### src/rtl/reset_sequencer.sv
// rtl/reset_sequencer.sv - sequenced release of NUM_STAGES downstream reset domains
//
// Purpose: after sreset, and while en (PLL lock) is high, releases stage resets one
// at a time. Each stage is held STAGE_DELAY cycles, then released, and must ack
// before the next stage starts. A soft_req pulse re-runs the whole sequence.
//
// Optional feature: define RESET_SEQ_TIMEOUT_EN to enable the ack timeout.
//   When defined, a stage that does not ack within ACK_TIMEOUT cycles puts the
//   block into a sticky FAULT state: all stage resets are reasserted and fault is
//   set. When not defined, the block waits for acks indefinitely and fault and
//   fault_stage are tied low.
//
// Ports:
//   clk          in   system clock
//   sreset       in   synchronous reset, active-high
//   en           in   enable / PLL lock; low forces all stage resets
//   soft_req     in   single-cycle request to re-run the sequence
//   stage_ack    in   per-stage ready; only the bit of the current stage is used
//   stage_reset  out  per-stage reset, active-high, registered
//   all_ready    out  all stages released and acked, registered
//   fault        out  sticky ack-timeout flag
//   fault_stage  out  index of the stage that timed out
module reset_sequencer #(
    parameter int NUM_STAGES  = 3,
    parameter int STAGE_DELAY = 16,
    parameter int ACK_TIMEOUT = 1024
) (
    input  logic                          clk,
    input  logic                          sreset,
    input  logic                          en,
    input  logic                          soft_req,
    input  logic [NUM_STAGES-1:0]         stage_ack,
    output logic [NUM_STAGES-1:0]         stage_reset,
    output logic                          all_ready,
    output logic                          fault,
    output logic [$clog2(NUM_STAGES)-1:0] fault_stage
);

    localparam int IW   = $clog2(NUM_STAGES);
    localparam int CMAX = (STAGE_DELAY > ACK_TIMEOUT) ? STAGE_DELAY : ACK_TIMEOUT;
    localparam int CW   = $clog2(CMAX);

    localparam logic [IW-1:0] LAST_IDX   = IW'(NUM_STAGES - 1);
    localparam logic [CW-1:0] DELAY_LAST = CW'(STAGE_DELAY - 1);

    typedef enum logic [2:0] {
        S_HOLD,
        S_DELAY,
        S_WAIT_ACK,
        S_RUN,
        S_FAULT
    } state_t;

    state_t          state;
    logic [IW-1:0]   idx;
    logic [CW-1:0]   ctr;

`ifdef RESET_SEQ_TIMEOUT_EN
    localparam logic [CW-1:0] ACK_LAST = CW'(ACK_TIMEOUT - 1);

    logic            fault_q;
    logic [IW-1:0]   fault_stage_q;

    assign fault       = fault_q;
    assign fault_stage = fault_stage_q;
`else
    assign fault       = 1'b0;
    assign fault_stage = '0;
`endif

    always_ff @(posedge clk) begin
        if (sreset) begin
            state       <= S_HOLD;
            idx         <= '0;
            ctr         <= '0;
            stage_reset <= '1;
            all_ready   <= 1'b0;
`ifdef RESET_SEQ_TIMEOUT_EN
            fault_q       <= 1'b0;
            fault_stage_q <= '0;
`endif
        end else if (!en) begin
            // Losing lock restarts everything except a latched fault, which
            // must be cleared explicitly with soft_req.
            if (state != S_FAULT) begin
                state       <= S_HOLD;
                idx         <= '0;
                ctr         <= '0;
                stage_reset <= '1;
                all_ready   <= 1'b0;
            end
        end else if (soft_req && (state != S_HOLD)) begin
            state       <= S_HOLD;
            idx         <= '0;
            ctr         <= '0;
            stage_reset <= '1;
            all_ready   <= 1'b0;
`ifdef RESET_SEQ_TIMEOUT_EN
            fault_q       <= 1'b0;
            fault_stage_q <= '0;
`endif
        end else begin
            case (state)
                S_HOLD: begin
                    state <= S_DELAY;
                    idx   <= '0;
                    ctr   <= '0;
                end
                S_DELAY: begin
                    if (ctr == DELAY_LAST) begin
                        stage_reset[idx] <= 1'b0;
                        ctr              <= '0;
                        state            <= S_WAIT_ACK;
                    end else begin
                        ctr <= ctr + CW'(1);
                    end
                end
                S_WAIT_ACK: begin
                    // Ack is checked before the timeout so a same-edge ack wins.
                    if (stage_ack[idx]) begin
                        ctr <= '0;
                        if (idx == LAST_IDX) begin
                            state     <= S_RUN;
                            all_ready <= 1'b1;
                        end else begin
                            idx   <= idx + IW'(1);
                            state <= S_DELAY;
                        end
                    end
`ifdef RESET_SEQ_TIMEOUT_EN
                    else if (ctr == ACK_LAST) begin
                        state         <= S_FAULT;
                        fault_q       <= 1'b1;
                        fault_stage_q <= idx;
                        stage_reset   <= '1;
                        ctr           <= '0;
                    end else begin
                        ctr <= ctr + CW'(1);
                    end
`endif
                end
                S_RUN: begin
                    all_ready <= 1'b1;
                end
                S_FAULT: begin
                    stage_reset <= '1;
                    all_ready   <= 1'b0;
                end
                default: begin
                    state       <= S_HOLD;
                    idx         <= '0;
                    ctr         <= '0;
                    stage_reset <= '1;
                    all_ready   <= 1'b0;
                end
            endcase
        end
    end

endmodule

### config.mk
export PLATFORM = sky130hd
export DESIGN_NAME = reset_sequencer
export DESIGN_NICKNAME = d
export VERILOG_FILES = /design/src/rtl/reset_sequencer.sv
export SDC_FILE = /design/constraint.sdc
export NUM_CORES = 1
export LEC_CHECK = 0
export ABC_AREA = 1
export BUFFER_PORTS_ARGS = -buffer_cell sky130_fd_sc_hd__clkbuf_2
export CORE_MARGIN = 4
export CORE_UTILIZATION = 50
export CTS_CLUSTER_DIAMETER = 30
export DETAILED_ROUTE_END_ITERATION = 16
export GPL_ROUTABILITY_DRIVEN = 1
export PLACE_DENSITY = 0.73
export SLEW_MARGIN = 40
export SYNTH_ARGS = -nofsm -noshare
export SYNTH_HDL_FRONTEND = slang
export SYNTH_SLANG_ARGS = --single-unit
### constraint.sdc
create_clock -name clk -period 1.2 [get_ports clk]
set_input_delay 0.24 -clock clk [delete_from_list [all_inputs] [get_ports clk]]
set_output_delay 0.24 -clock clk [all_outputs]
set_load 0.05 [all_outputs]
==> results of run 1 <==
critical path, delay by kind of cell, from the launching register on:
kind	cells	cell delay, ps
and+or+nand+nor	5	480
DFF	1	370
AOI/OAI and AO/OA	1	190
buffers and inverters	1	40
adders and majority gates	1	140
final cells by class:
type                       instances  area (sq um)  area share (%)
multi-input combinational        113           736            47.8
sequential                        18           375            24.4
timing repair buffer              37           260            16.9
inverter                          25          96.3            6.27
clock buffer                       4          36.3            2.36
tap                               27          33.8            2.20
state kept, by name (all words and copies together), names as in the netlist:
signal       count
all_ready        1
idx              2
stage_reset      3
state            2
ctr             10
power by group through the flow:
stage | Sequential (mW) | Clock, mW | Combinational, mW
after CTS | 0.615 | 0.391 | 0.165
after floorplan | 0.636 | 0 | 0.0865
after global placement | 0.627 | 0 | 0.146
after global routing | 0.612 | 0.409 | 0.199
final | 0.611 | 0.390 | 0.180
after detailed placement | 0.627 | 0 | 0.150
stage by stage:
stage / cells / hold slack (ps) / total power, mW / TNS (ps) / util [%]
6_report: 224 / 140 / 1.18 / -1080 / 76.8
5_1_grt: 224 / 158 / 1.22 / -2540 / 76.8
4_1_cts: 222 / 139 / 1.17 / -649 / 72.3
3_5_place_dp: 216 / 447 / 0.777 / -2050 / 66.8
3_3_place_gp: 216 / 440 / 0.773 / -1180 / 66.8
2_1_floorplan: 160 / 302 / 0.723 / -131 / -
final timing paths:
check / from / to / slack, ps / cells past startpoint
hold / removal: sreset / ctr[5] / 140 / 2
setup reg to reg: ctr[1] / stage_reset[2] / -130 / 8
setup / recovery: ctr[1] / stage_reset[2] / -130 / 8
hold reg to reg: stage_reset[0] / stage_reset[0] / 480 / 2
per-layer routing:
layer  global-route usage (%)  vias up
li1                         -      576
met1                     27.6      510
met2                     36.3       29
met3                     2.45        2
met4                     8.30        0
met5                        0        -
repair_timing:
item                       CTS  global route
resized for setup           16            20
gates cloned                 1             0
buffers inserted             1             2
pin swaps                    7            11
hold endpoints to repair     0             0
setup endpoints to repair   18            19
cell usage after synthesis, types with 2 or more instances:
cell type and n:
nand4_1 4, nand3_1 18, buf_4 3, dfxtp_1 18
nor2_1 23, nor2_4 2, o21ai_0 4, nand2_2 3
inv_1 22, nand2_1 29, a21oi_1 8, ha_1 4
nand4_2 3, o21ai_1 3, inv_2 3
cells by family after synthesis:
kind of cell / Yosys count / share of synthesized area (%)
buffers and inverters: 30 / 12.3
and+or+nand+nor: 87 / 40.0
DFF: 18 / 33.4
adders and majority gates: 4 / 4.64
AOI/OAI and AO/OA: 17 / 8.47
other: 1 / 0.348
xor gates and xnor gates: 1 / 0.812
==> flow_summary.ini, run 1 <==
[layout]
syn_to_final_growth_pct = 42.6
fin_area_sq_mm = 0.00154
most-common-layout-cells = 25 x buf_4, 24 x nand2_1, 23 x nor2_1
final_common_cell = buf_4
diodes = 0
fillCellCount = 142
fin_nets = 209
drive_above_1_share_pct = 38.6

[setup_path]
slowest_delay_ps = 370
worstPathRequired_ps = 1390
critPathSlowestCell = dfxtp_2
critPathArrivalTime_ps = 1520
path_common_cell = nand2_1
cp-end-kind = flop
worstSetupPathType = reg2reg
crit_fanout = 4
path_cells = ha_4, inv_2, nor2_4, nand4_4, o21ai_4, nand2_1, nand2_1, nand3_1
cp-start-kind = flop

[global_routing]
grt_max_degree = 16
grt_pass1_wl_um = 4610
antenna_found_initial = 0
grt_pass1_vias = 1119
grt_use_total_pct = 21.4
grt-ovfl-total = 0

[power_and_ir_drop]
p_comb_share_pct = 15.3
p_leak_nw = 0.686
p_seq_share_pct = 51.7
powerDensity_mw_per_mm2 = 768
p_clk_share_pct = 33.0
swShare_pct = 27.7
power_switching_uw = 327
p_int_uw = 854
max-vdd-ir-drop_v = 0.000724

[floorplan]
dieArea_sq_mm = 0.00296
start_util_pct = 53.9
top_level_ports = 14
fp-row-count = 16
dieHeight_um = 54.4
die_w_um = 54.4
core_area_sq_mm = 0.00200

[sta]
finalMaxSlewViolations = 0
rsz0062_at_grt = yes
finClkSkew_ps = 0.575
max_clock_freq_mhz = 752
finalCritPeriodShare_pct = 111
fin_crit_ps = 1330
setup_viol = 15
finalHoldViolCount = 0
setup_ws_ps = -130

[synthesis]
yosysWarnings = 0
synth_cell_types = 26
seq_area_frac_synth_pct = 33.4
yosys.area.top_type = dfxtp_1
synthFlopType = dfxtp_1
netlist_area_sq_mm = 0.00108
synth_edf_count = 0
ys_async_sr_fraction_pct = 0
synth_top_area_share_pct = 33.4
syn_avg_cell_area_sq_um = 6.83
ys_ff_latch = 18
yosys-top-cells-area = dfxtp_1 33%, nand2_1 10%, nand3_1 8.4%
synth_cells = 158

[detailed_routing]
drc = 0
top_layer_used = met4
vias_per_cell = 4.99
antenna_left = 0
wl_per_cell_um = 12.5
wl_met1_um = 1180
route.met3.wl_um = 143
num_vias = 1117
dr.pass1.iters = 4
dr.first_iter.drc_count = 37
met2WireLength_um = 1450
routed_wl_um = 2800

[placed_design]
postPlaceCellArea_sq_mm = 0.00134
hpwl_um = 1910
pre_cts_slack_ps = -182
io_buffers = 10
gp_congestion = 0.825

[cts]
clk_latency_ps = 300
cts-buffers-inserted = 3
cts_hold_buf = 0
clockRootBuffer = clkbuf_4
clkTransAtPathRegs_ps = 110
clkSinkCount = 18
cts_buffer_depth = 2
cts_tree = done
cts.htree.levels = 1

[run]
drv_cap = 0

[status]
status = finished, violations left
failed_checks = setup timing

[hold_path]
min_path_type = in2reg
Note: power is estimated with default switching activity, not from simulation.
==> inputs of run 2 (changes only) <==
CELL_PAD_IN_SITES_DETAIL_PLACEMENT = 1   (was unset)
CELL_PAD_IN_SITES_GLOBAL_PLACEMENT = 1   (was unset)
CORE_UTILIZATION = 36   (was 50)
PLACE_DENSITY = unset   (was 0.73)
PLACE_DENSITY_LB_ADDON = 0.1   (was unset)
==> run 2 against run 1 <==
Compared with the run above: the run still ends with setup timing left; die area increased by 33%; worst hold slack got worse by 8.9 ps; clock power about the same; final area increased by 14%; sequential share of layout area decreased by 2.6 points; combinational power increased by 18%; flip-flop and latch count unchanged; setup slack got worse by 33 ps; first-iteration DRC count increased by 27%; utilization decreased by 15 points; non-clock buffer count increased by 11; global-route usage decreased by 3.1 points; critical endpoint is now ctr[4]; largest cell class unchanged; highest routed layer unchanged.
==> flow_summary.ini, run 2 (synthesized netlist as in run 1, its figures left out) <==
[status]
status = finished, violations left
failed_checks = setup timing

[placed_design]
place_inst = 222
hpwl_um = 2460
io_buffers = 10
gp_congestion = 0.814

[sta]
setup_viol = 15
setup_ws_ps = -163
finalCritPeriodShare_pct = 114
timing.hold.ws_ps = 131
max_clock_freq_mhz = 733
finalMaxSlewViolations = 0
rsz0062_at_grt = yes
fin_crit_ps = 1360
finClkSkew_ps = 4.81
finalHoldViolCount = 0

[detailed_routing]
drc = 0
wl_per_cell_um = 16.3
dr.first_iter.drc_count = 47
routed_wl_um = 3880
dr.pass1.iters = 4
antenna_left = 0
vias_per_cell = 5.07
num_vias = 1207

[global_routing]
grt_max_degree = 16
grt_pass1_vias = 1215
grt_use_total_pct = 18.3
antenna_found_initial = 0
grt-ovfl-total = 0
grt_pass1_wl_um = 5790

[cts]
clockRootBuffer = clkbuf_4
clk_latency_ps = 300
clkTransAtPathRegs_ps = 110
cts.htree.levels = 1
cts_buffer_depth = 2
clkSinkCount = 18
cts-buffers-inserted = 3
cts_tree = done

[floorplan]
dieHeight_um = 62.7
core_area_sq_mm = 0.00281
fp-row-count = 19
top_level_ports = 14
dieArea_sq_mm = 0.00394
start_util_pct = 38.4
die_w_um = 62.7

[setup_path]
cp-end-kind = flop
critPathArrivalTime_ps = 1600
cp-start-kind = flop
worstSetupPathType = reg2reg
path_common_cell = buf_4
slowest_delay_ps = 380
critPathSlowestCell = dfxtp_2
path_delay_family = simple AND/OR/NAND/NOR gates
path_cells = ha_4, inv_4, nor2_4, buf_4, buf_4, nand3_2, nand2_1, nand3_1, nor2_1
worstPathRequired_ps = 1440
crit_fanout = 3
crit_buf_inv = 3

[power_and_ir_drop]
powerDensity_mw_per_mm2 = 698
p_leak_nw = 0.758
max-vdd-ir-drop_v = 0.000688

[layout]
reg_top3 = ctr x10, stage_reset x3
diodes = 0
fin_nets = 219
fillCellCount = 343
multiInputGateArea_sq_um = 813
drive_above_1_share_pct = 53.1
fin_cells = 238
seqCellArea_sq_um = 380
final_common_cell = buf_4
fin_util_pct = 62.2
syn_to_final_growth_pct = 61.8
largest_reg_flops = 10
most-common-layout-cells = 34 x buf_4, 22 x nand2_1, 19 x inv_1
regMostFlops = ctr

[hold_path]
min_path_type = in2reg

[run]
drv_cap = 0
run 2: layout make-up:
| class | instances | share of cell area (%) |
|---|---|---|
| multi-input cells | 112 | 46.6 |
| inverters | 25 | 6.09 |
| flip-flops and latches | 18 | 21.8 |
| clock buffers | 4 | 2.08 |
| well taps | 31 | 2.22 |
| repair buffers | 48 | 21.2 |
run 2: worst paths after layout:
kind	end	slack (ps)	from	cells past startpoint
worst max-delay path	ctr[4]	-160	ctr[1]	9
worst min-delay path	ctr[5]	130	sreset	2
worst max register to register	ctr[4]	-160	ctr[1]	9
worst min register to register	stage_reset[1]	490	stage_reset[1]	2
run 2: layer usage:
layer / share of wire, % / GRT usage (%)
met1: 43 / 23.2
met2: 52 / 30.8
met3: 3.6 / 4.68
met4: 1.7 / 4.41
met5: 0 / 0
run 2: per-stage QoR:
step | total power [mW] | TNS, ps | instance area [sq um] | worst slack, ps
after global placement | 0.773 | -1000 | 1370 | -133
after CTS | 1.21 | -1140 | 1570 | -128
after floorplan | 0.723 | -131 | 1110 | -44.5
after global routing | 1.29 | -2980 | 1750 | -304
final | 1.22 | -1540 | 1750 | -163
after detailed placement | 0.779 | -1580 | 1370 | -162
run 2: timing repair:
item	4_1_cts	5_1_grt
hold endpoints to repair	0	0
resized for setup	30	46
pin swaps	10	12
endpoints found under the setup margin	18	21
buffers inserted	7	5
hold buffers	0	0
run 2: power breakdown:
group          internal [mW]  total, mW  leakage (nW)  switching [mW]
combinational         0.0823      0.213         0.586           0.131
sequential             0.601      0.613         0.151          0.0121
clock                  0.185      0.393        0.0210           0.208
